### config.mk
export PLATFORM = sky130hd
export DESIGN_NAME = puf_race_launcher
export DESIGN_NICKNAME = d
export VERILOG_FILES = /design/src/rtl/puf_race_launcher.sv
export SDC_FILE = /design/constraint.sdc
export NUM_CORES = 1
export LEC_CHECK = 0
export ABC_CLOCK_PERIOD_IN_PS = 3330
export CORE_MARGIN = 4
export CORE_UTILIZATION = 43
export CTS_CLUSTER_SIZE = 8
export DETAILED_ROUTE_END_ITERATION = 12
export PLACE_DENSITY = 0.9
export SLEW_MARGIN = 30
export SYNTH_ARGS = -nofsm -noshare
export SYNTH_HDL_FRONTEND = slang
export SYNTH_SLANG_ARGS = --single-unit
### constraint.sdc
create_clock -name clk -period 3.33 [get_ports clk]
set_input_delay 0.333 -clock clk [delete_from_list [all_inputs] [get_ports clk]]
set_output_delay 0.333 -clock clk [all_outputs]
set_load 0.03 [all_outputs]
### src/rtl/puf_race_launcher.sv
// puf_race_launcher: drives a registered challenge and a shared launch edge
// into the two arbiter-PUF delay chains, repeats the race REPEAT times and
// returns a majority-voted response bit with a ones count and agreement flag.
module puf_race_launcher #(
    parameter int CHAL_W     = 64,
    parameter int SETTLE_CYC = 4,
    parameter int REPEAT     = 5,
    parameter int CNT_W      = 3
) (
    input  logic              clk,
    input  logic              clr,
    input  logic              start_valid,
    output logic              start_ready,
    input  logic [CHAL_W-1:0] challenge_in,
    output logic [CHAL_W-1:0] challenge_out,
    output logic              launch,
    input  logic              arb_q,
    output logic              resp_valid,
    input  logic              resp_ready,
    output logic              response,
    output logic [CNT_W-1:0]  ones_cnt,
    output logic              stable
);

    localparam int TW = $clog2(SETTLE_CYC + 2) + 1;
    localparam int RW = $clog2(REPEAT) + 1;

    localparam logic [TW-1:0]    SETUP_LAST = TW'(SETTLE_CYC - 1);
    localparam logic [TW-1:0]    FIRE_LAST  = TW'(SETTLE_CYC + 1);
    localparam logic [RW-1:0]    REP_LAST   = RW'(REPEAT - 1);
    localparam logic [CNT_W-1:0] HALF       = CNT_W'(REPEAT / 2);
    localparam logic [CNT_W-1:0] FULL       = CNT_W'(REPEAT);

    typedef enum logic [1:0] {IDLE, SETUP, FIRE, DONE} state_t;

    state_t              state_q, state_nxt;
    logic [TW-1:0]       timer_q, timer_nxt;
    logic [RW-1:0]       rep_q, rep_nxt;
    logic [CNT_W-1:0]    ones_q, ones_nxt, ones_sum;
    logic [CHAL_W-1:0]   chal_q, chal_nxt;
    logic                resp_q, resp_nxt;
    logic                stable_q, stable_nxt;
    logic                launch_q;
    logic                arb_p0, arb_s;

    // Two-flop synchronizer: arb_q is launched by the race, not by clk.
    always_ff @(posedge clk or posedge clr) begin
        if (clr) begin
            arb_p0 <= 1'b0;
            arb_s  <= 1'b0;
        end else begin
            arb_p0 <= arb_q;
            arb_s  <= arb_p0;
        end
    end

    assign ones_sum = ones_q + CNT_W'(arb_s);

    // Next-state logic: phase timer, repeat index, ones accumulation and vote.
    always_comb begin
        state_nxt  = state_q;
        timer_nxt  = timer_q;
        rep_nxt    = rep_q;
        ones_nxt   = ones_q;
        chal_nxt   = chal_q;
        resp_nxt   = resp_q;
        stable_nxt = stable_q;
        case (state_q)
            IDLE: begin
                if (start_valid) begin
                    chal_nxt  = challenge_in;
                    ones_nxt  = '0;
                    rep_nxt   = '0;
                    timer_nxt = '0;
                    state_nxt = SETUP;
                end
            end
            SETUP: begin
                if (timer_q == SETUP_LAST) begin
                    timer_nxt = '0;
                    state_nxt = FIRE;
                end else begin
                    timer_nxt = timer_q + TW'(1);
                end
            end
            FIRE: begin
                if (timer_q == FIRE_LAST) begin
                    timer_nxt = '0;
                    ones_nxt  = ones_sum;
                    rep_nxt   = rep_q + RW'(1);
                    if (rep_q == REP_LAST) begin
                        state_nxt  = DONE;
                        resp_nxt   = (ones_sum > HALF);
                        stable_nxt = (ones_sum == '0) || (ones_sum == FULL);
                    end else begin
                        state_nxt = SETUP;
                    end
                end else begin
                    timer_nxt = timer_q + TW'(1);
                end
            end
            DONE: begin
                if (resp_ready) begin
                    state_nxt  = IDLE;
                    resp_nxt   = 1'b0;
                    stable_nxt = 1'b0;
                end
            end
            default: state_nxt = IDLE;
        endcase
    end

    // State and datapath registers; launch is its own flop so it never glitches.
    always_ff @(posedge clk or posedge clr) begin
        if (clr) begin
            state_q  <= IDLE;
            timer_q  <= '0;
            rep_q    <= '0;
            ones_q   <= '0;
            chal_q   <= '0;
            resp_q   <= 1'b0;
            stable_q <= 1'b0;
            launch_q <= 1'b0;
        end else begin
            state_q  <= state_nxt;
            timer_q  <= timer_nxt;
            rep_q    <= rep_nxt;
            ones_q   <= ones_nxt;
            chal_q   <= chal_nxt;
            resp_q   <= resp_nxt;
            stable_q <= stable_nxt;
            launch_q <= (state_nxt == FIRE);
        end
    end

    assign start_ready   = (state_q == IDLE);
    assign resp_valid    = (state_q == DONE);
    assign challenge_out = chal_q;
    assign launch        = launch_q;
    assign response      = resp_q;
    assign ones_cnt      = ones_q;
    assign stable        = stable_q;

endmodule

==> results of run 1 <==
-- metrics by stage --
stage	std cells	util
final	489	0.6646
after global routing	489	0.6646
after detailed placement	473	0.6389
after global placement	473	0.6384
after CTS	489	0.6646
after floorplan	237	-
-- path summary, 6_finish.rpt --
path | cells past startpoint | startpoint | to
min | 2 | clr | challenge_out[47]$_DFFE_PP0P_
min in group clk | 0 | arb_p0$_DFF_PP0_ | arb_s$_DFF_PP0_
max reg2reg | 5 | state_q[1]$_DFF_PP0_ | challenge_out[41]$_DFFE_PP0P_
max | 3 | state_q[1]$_DFF_PP0_ | start_ready
min reg2reg | 0 | arb_p0$_DFF_PP0_ | arb_s$_DFF_PP0_
max in group asynchronous | 3 | clr | rep_q[3]$_DFFE_PP0P_
-- routing by layer --
layer	wire (µm)	track usage	share of wire	vias up
met3	687	0.07251	0.087	8
met1	3148	0.1940	0.40	1209
li1	-	-	-	1132
met2	3979	0.2926	0.50	89
met4	81	0.05112	0.010	0
met5	0	0	0	-
-- cell type report --
| cell class | instances | area (µm²) | area share |
|---|---|---|---|
| Timing Repair Buffer | 143 | 1436 | 0.2782 |
| Sequential cell | 82 | 2052 | 0.3975 |
| Clock buffer | 9 | 123.9 | 0.02399 |
| Tap cell | 102 | 127.6 | 0.02472 |
| Clock inverter | 7 | 76.32 | 0.01478 |
| Inverter | 9 | 38.79 | 0.007513 |
| Multi-Input combinational cell | 137 | 1308 | 0.2533 |
-- registers in the layout (all words and copies together) (netlist names) --
register,count
challenge_out,64
rep_q,4
timer_q,4
ones_cnt,3
launch,1
arb_s,1
stable,1
response,1
state_q,2
arb_p0,1
-- cells in the mapped netlist --
library cell / n
a2111oi_4: 1
a211oi_1: 4
a21o_1: 1
a21oi_1: 1
a22o_1: 2
a32o_1: 1
a32oi_1: 1
and2_1: 1
and3b_1: 1
buf_2: 9
dfrtp_1: 82
ha_1: 11
inv_1: 9
mux2_2: 67
mux2i_1: 2
nand2_1: 7
nand2b_1: 1
nand3_1: 3
nand3b_1: 2
nand4b_1: 1
nor2_1: 6
nor2b_1: 3
nor3_1: 2
o21a_1: 1
o21ai_0: 6
o221a_2: 1
o221ai_2: 1
o2bb2ai_1: 1
o311ai_0: 1
o32ai_1: 1
or2_2: 1
or3_1: 1
or3b_4: 1
xnor2_1: 2
xor2_1: 2
-- worst register-to-register path: cells and delay by family (launching register included) --
kind | cells | cell delay [ns]
mux | 1 | 0.30
buf+inv | 2 | 0.55
simple gates | 1 | 0.60
flops | 1 | 0.42
fa+ha+maj | 1 | 0.43
-- where the power goes --
group | switching [mW] | internal, mW | leakage (nW) | total, mW
registers | 0.223 | 1.43 | 0.993 | 1.65
logic | 1.50 | 1.31 | 1.09 | 2.81
clock network | 0.372 | 0.353 | 0.102 | 0.726
-- kinds of logic (layout without fill, tap and decap cells) --
kind of cell	after synthesis	after routing	synth area share
and+or+nand+nor	30	30	0.04698
buffers and inverters	18	168	0.02294
xor gates and xnor gates	4	4	0.01020
DFF	82	82	0.5972
adders and majority gates	11	11	0.04006
muxes	69	69	0.2254
AOI/OAI and AO/OA	23	23	0.05718
==> flow_summary.json, run 1 <==
{
  "ir_worst_vdd_mv": 0.5671,
  "end_kind": "primary output",
  "syn_nets": 317,
  "viasPerCell": 4.986,
  "cpLargestDelayFamily": "buffers and inverters",
  "cts_setup_buffers": 0,
  "min-delay-path-class": "in -> async",
  "fin_ws_ns": 0.9122,
  "synthCells": 237,
  "ioPinCount": 141,
  "setup_violations": 0,
  "cts_resized": 0,
  "grt_start_max_net_pins": 60,
  "synth-seq-cells": 82,
  "setup_tns_ns": 0,
  "dpl_cell_area_um2": 4962,
  "skew_ns": 0.006298,
  "fin_crit_sh": 0.7261,
  "critPathRequiredTime_ns": 3.00,
  "ant_nets": 0,
  "synth_top_area_frac": 0.5972,
  "fin_hold_ws_ns": 0.3612,
  "firstDrtPassIters": 4,
  "drt-initial-drc-count": 92,
  "final_area_um2": 5162,
  "post-place-ws_ns": 0.8796,
  "clk_latency_ns": 0.34,
  "yosys_warnings": 0,
  "reg2reg_slack_ns": 0.92,
  "synthTopCellsByArea": "dfrtp_1 60%, mux2_2 22%, ha_1 4.0%, buf_2 1.3%, inv_1 0.98%",
  "crit_chain": "inv_1 -> ha_1 -> clkdlybuf4s50_1",
  "routed_wl_mm": 7.897,
  "yosys.area.top_type": "dfrtp_1",
  "drive_above_1_share": 0.2403,
  "design.core.area_um2": 7767,
  "ys_seq_area_frac": 0.5972,
  "rsz0062_at_grt": "false",
  "syn_area_um2": 3436,
  "synth_cell_types": 35,
  "power_density_nw_per_um2": 1005,
  "p_leak_nw": 2.182,
  "slowest_delay_ns": 0.76,
  "drc": 0,
  "dieArea_um2": 9485,
  "slew_violations": 0,
  "diodes": 0,
  "nFillCells": 569,
  "path_clk_slew_ns": 0.09,
  "hold_viol": 0,
  "grt-ovfl-total": 0,
  "worstMarginPinSlew_ns": 0.8679,
  "layout_common_cells": "140 x clkdlybuf4s50_1, 82 x dfrtp_1, 67 x mux2_2, 11 x ha_1, 9 x clkbuf_8",
  "final_nets": 462,
  "area_delta_synth_final_pct": 50.25,
  "path_max_fanout": 9,
  "grt_usage": 0.1708,
  "worst-path-buf-inv": 2,
  "fp.dieW_um": 97.39,
  "cts_buffers": 9,
  "cts_num_sinks": 82,
  "slew-limit-headroom": 0.4193,
  "slowest_stage": "clkdlybuf4s50_1",
  "grt_pass1_vias": 2629,
  "syn_area_per_cell_um2": 14.50,
  "layout.cells.most_common": "clkdlybuf4s50_1",
  "cp-start-kind": "flop",
  "vias": 2438,
  "post_drt_wl_per_cell_um": 16.15,
  "outcome": "finished, final reports clean",
  "cp_data_arrival_time_ns": 2.08,
  "die_y_um": 97.39,
  "max_freq_ghz": 0.4136,
  "gp_congestion": 0.7812,
  "min_period_ns": 2.418,
  "io_buffers": 140,
  "cts_tree": "done",
  "clockBufferDepth": 2,
  "clockRootBuffer": "clkbuf_8",
  "grt_antenna_before_repair": 0,
  "power_mw": 5.187,
  "holdBufCountCts": 0,
  "cap_violations": 0,
  "htreeDepth": 3,
  "grt_pass1_wl_mm": 13.01,
  "start_util": 0.4423,
  "fp-row-count": 32,
  "critical_path_class": "reg -> out",
  "dp_hpwl_mm": 5.926
}
Power figures use the tool's default switching activity.
==> inputs of run 2 (changes only) <==
ABC_CLOCK_PERIOD_IN_PS = 2200   (was 3330)
CORE_UTILIZATION = 39   (was 43)
PLACE_DENSITY = 0.87   (was 0.9)
clock period = 2.2 ns   (was 3.33 ns; I/O delays follow)
==> flow_summary.json, run 2 (synthesized netlist as in run 1, its figures left out) <==
{
  "outcome": "finished, final reports clean",
  "final_area_um2": 5216,
  "dieArea_um2": 10380,
  "max_freq_ghz": 0.5179,
  "cts_tree": "done",
  "diodes": 0,
  "io_buffers": 140,
  "critPathRequiredTime_ns": 1.98,
  "path_max_fanout": 5,
  "clk_latency_ns": 0.34,
  "die_y_um": 101.9,
  "grt_antenna_before_repair": 0,
  "fp-row-count": 33,
  "clockRootBuffer": "clkbuf_8",
  "reg2reg_slack_ns": 0.29,
  "path_clk_slew_ns": 0.07,
  "critical_path_class": "reg -> out",
  "min_period_ns": 1.931,
  "ir_worst_vdd_mv": 0.9392,
  "fin_crit_sh": 0.8777,
  "p_leak_nw": 2.211,
  "vias": 2431,
  "largest_register_ffs": 64,
  "setup_violations": 0,
  "cts_num_sinks": 82,
  "cap_violations": 0,
  "worstMarginPinSlew_ns": 0.4062,
  "layout.cells.most_common": "clkdlybuf4s50_1",
  "end_kind": "primary output",
  "power_mw": 7.933,
  "cp_data_arrival_time_ns": 1.71,
  "firstDrtPassIters": 4,
  "grt_usage": 0.1608,
  "dp_hpwl_mm": 6.004,
  "drt-initial-drc-count": 79,
  "cts_buffers": 9,
  "start_util": 0.4099,
  "dpl_cell_area_um2": 5005,
  "clockBufferDepth": 2,
  "fin_cells": 492,
  "final_nets": 464,
  "slew_violations": 0,
  "hold_viol": 0,
  "fin_hold_ws_ns": 0.2993,
  "grt-ovfl-total": 0,
  "htreeDepth": 3,
  "nFillCells": 656,
  "layout_common_cells": "139 x clkdlybuf4s50_1, 82 x dfrtp_1, 67 x mux2_2, 10 x ha_1, 10 x clkbuf_8",
  "drive_above_1_share": 0.2403,
  "grt_pass1_wl_mm": 12.82,
  "design.core.area_um2": 8382,
  "power_density_nw_per_um2": 1521,
  "ioPinCount": 141,
  "cp-start-kind": "flop",
  "grt_start_max_net_pins": 44,
  "skew_ns": 0.005592,
  "dpl.cell_count": 478,
  "setup_tns_ns": 0,
  "rsz0062_at_grt": "false",
  "drc": 0,
  "min-delay-path-class": "in -> async",
  "post_drt_wl_per_cell_um": 16.03,
  "gp_congestion": 0.8129,
  "slew-limit-headroom": 0.7276,
  "viasPerCell": 4.941,
  "ant_nets": 0,
  "fp.dieW_um": 101.9,
  "area_delta_synth_final_pct": 51.82,
  "grt_pass1_vias": 2678,
  "routed_wl_mm": 7.887
}
[run 2: path summary, 6_finish.rpt]
path / start / end / cells past startpoint
worst max register to register: state_q[0]$_DFF_PP0_ / stable$_DFFE_PP0P_ / 5
worst max-delay path: state_q[1]$_DFF_PP0_ / resp_valid / 2
max in group asynchronous: clr / challenge_out[19]$_DFFE_PP0P_ / 3
worst min-delay path: clr / challenge_out[43]$_DFFE_PP0P_ / 3
min in group clk: arb_q / arb_p0$_DFF_PP0_ / 1
worst min register to register: arb_p0$_DFF_PP0_ / arb_s$_DFF_PP0_ / 0
[run 2: power breakdown]
part           switching [mW]  internal [mW]
logic                    2.26           2.01
clock network           0.505          0.657
registers               0.340           2.17
[run 2: per-layer routing]
metal / track usage / vias up / routed length, µm / share of wire
li1: - / 1130 / - / -
met1: 0.1789 / 1184 / 2898 / 0.37
met2: 0.2736 / 102 / 4101 / 0.52
met3: 0.06758 / 15 / 763 / 0.097
met4: 0.06458 / 0 / 123 / 0.016
met5: 0 / - / 0 / 0
[run 2: final cells by class]
type	count	area, µm²	share of cell area
clock buffer	11	141.4	0.02710
clock inverter	3	65.06	0.01247
inverter	9	37.54	0.007196
multi-input combinational	137	1310	0.2511
sequential	82	2052	0.3934
tap	105	131.4	0.02519
timing repair buffer	145	1479	0.2835
[run 2: through the flow]
stage | worst slack (ns) | util
after global routing | 0.1551 | 0.6223
after floorplan | 0.2441 | -
after CTS | 0.01978 | 0.6220
final | 0.2690 | 0.6223
after detailed placement | 0.2728 | 0.5971
after global placement | 0.3221 | 0.5971
[run 2: timing repair]
action,4_1_cts,5_1_grt
pin swaps,0,0
hold endpoints to repair,0,0
endpoints found under the setup margin,1,1
buffers inserted,0,0
resized for setup,1,1
hold buffers,0,0
[run 2: critical path, stage by stage (launching register included)]
cell	delay [ns]
dfrtp_1	0.41
ha_1	0.26
clkdlybuf4s50_1	0.70
==> inputs of run 3 (changes only) <==
REMOVE_ABC_BUFFERS = 1   (was default)
SETUP_SLACK_MARGIN = 0.02   (was default)
TNS_END_PERCENT = 20   (was default)
==> flow_summary.json, run 3 (synthesized netlist as in run 1, its figures left out) <==
{
  "outcome": "finished, final reports clean",
  "ir_worst_vdd_mv": 0.8202,
  "design.core.area_um2": 8382,
  "grt_antenna_before_repair": 0,
  "skew_ns": 0.01151,
  "io_buffers": 140,
  "grt-ovfl-total": 0,
  "path_max_fanout": 13,
  "power_mw": 8.052,
  "htreeDepth": 3,
  "dp_hpwl_mm": 5.966,
  "worstMarginPinSlew_ns": 0.5563,
  "post_drt_wl_per_cell_um": 15.95,
  "critical_path_class": "reg -> reg",
  "vias": 2438,
  "cts_buffers": 9,
  "area_delta_synth_final_pct": 51.71,
  "critPathRequiredTime_ns": 2.46,
  "grt_start_max_net_pins": 45,
  "setup_violations": 0,
  "slew-limit-headroom": 0.6291,
  "fp.dieW_um": 101.9,
  "ant_nets": 0,
  "start_util": 0.4099,
  "drive_above_1_share": 0.2423,
  "p_comb_frac": 0.527,
  "gp_congestion": 0.8403,
  "layout.cells.most_common": "clkdlybuf4s50_1",
  "max_freq_ghz": 0.4716,
  "cts_tree": "done",
  "largest_register_ffs": 64,
  "p_int_mw": 4.911,
  "drc": 0,
  "path_clk_slew_ns": 0.09,
  "min-delay-path-class": "in -> async",
  "ioPinCount": 141,
  "cts_num_sinks": 82,
  "dpl.cell_count": 477,
  "slew_violations": 0,
  "dieArea_um2": 10380,
  "fp-row-count": 33,
  "grt_pass1_vias": 2633,
  "min_period_ns": 2.120,
  "cap_violations": 0,
  "cp_data_arrival_time_ns": 2.38,
  "regArea_um2": 2052,
  "final_nets": 463,
  "clockRootBuffer": "clkbuf_8",
  "hold_viol": 0,
  "die_y_um": 101.9,
  "routed_wl_mm": 7.865,
  "rr_worst_depth": 6,
  "viasPerCell": 4.945,
  "grt_pass1_wl_mm": 12.61,
  "power_switching_mw": 3.141,
  "clockBufferDepth": 2,
  "fin_ws_ns": 0.07959,
  "p_leak_nw": 2.199,
  "diodes": 0,
  "end_kind": "flop",
  "clockPowerShare": 0.163,
  "fin_crit_sh": 0.9638,
  "seqPwrFrac": 0.310,
  "holdBufCountCts": 0,
  "firstDrtPassIters": 4,
  "p_sw_frac": 0.3901,
  "drt-initial-drc-count": 47,
  "nFillCells": 663,
  "fin_cells": 493,
  "post-place-ws_ns": 0.1454,
  "cts_setup_buffers": 0,
  "power_density_nw_per_um2": 1545,
  "layout_common_cells": "139 x clkdlybuf4s50_1, 82 x dfrtp_1, 67 x mux2_2, 10 x ha_1, 9 x clkbuf_8",
  "clk_latency_ns": 0.34,
  "multi_input_area_um2": 1310,
  "cts_resized": 2,
  "cp-start-kind": "flop",
  "rsz0062_at_grt": "false",
  "grt_usage": 0.1536
}
-- run 3: routing by layer --
metal  track usage  routed length, µm  vias up
met1        0.1763               3009     1215
met2        0.2646               4011       88
met3       0.06485                779        7
li1              -                  -     1128
met5             0                  0        -
met4       0.04238                 64        0
-- run 3: power groups by stage --
stage	clock network [mW]	registers, mW	logic [mW]
detailed placement	0	2.54	4.28
global placement	0	2.49	4.21
global route	1.41	2.58	4.48
CTS	1.35	2.51	4.29
floorplan	0	3.74	1.31
finish	1.31	2.50	4.24
-- run 3: critical path, cell delays in order (launching register included) --
cell and delay (ns):
dfrtp_1 0.43, inv_1 0.15, ha_1 0.53, nand4b_1 0.30, o221a_2 0.30, o32ai_1 0.15
nor2b_1 0.19
-- run 3: layout make-up --
type	instances	share of cell area
sequential	82	0.3937
timing repair buffer	144	0.2768
multi-input combinational	137	0.2513
tap	105	0.02520
clock buffer	10	0.02448
clock inverter	6	0.02184
inverter	9	0.006721
-- run 3: path summary, 6_finish.rpt --
check	startpoint	endpoint	slack, ns
max	state_q[0]$_DFF_PP0_	launch$_DFF_PP0_	0.08
min	clr	challenge_out[14]$_DFFE_PP0P_	0.05
max reg2reg	state_q[0]$_DFF_PP0_	launch$_DFF_PP0_	0.08
min reg2reg	arb_p0$_DFF_PP0_	arb_s$_DFF_PP0_	0.36
max in group asynchronous	clr	rep_q[2]$_DFFE_PP0P_	1.43
min in group clk	arb_q	arb_p0$_DFF_PP0_	0.31
-- run 3: per-stage QoR --
stage / TNS, ns / utilization / hold WS, ns / cell area (µm²)
floorplan: -69.31 / - / 0.2514 / 3391
global placement: 0 / 0.5929 / 0.3326 / 4970
detailed placement: 0 / 0.5929 / 0.3411 / 4970
CTS: 0 / 0.6219 / 0.03710 / 5213
global route: 0 / 0.6219 / 0.04651 / 5213
finish: 0 / 0.6219 / 0.05235 / 5213
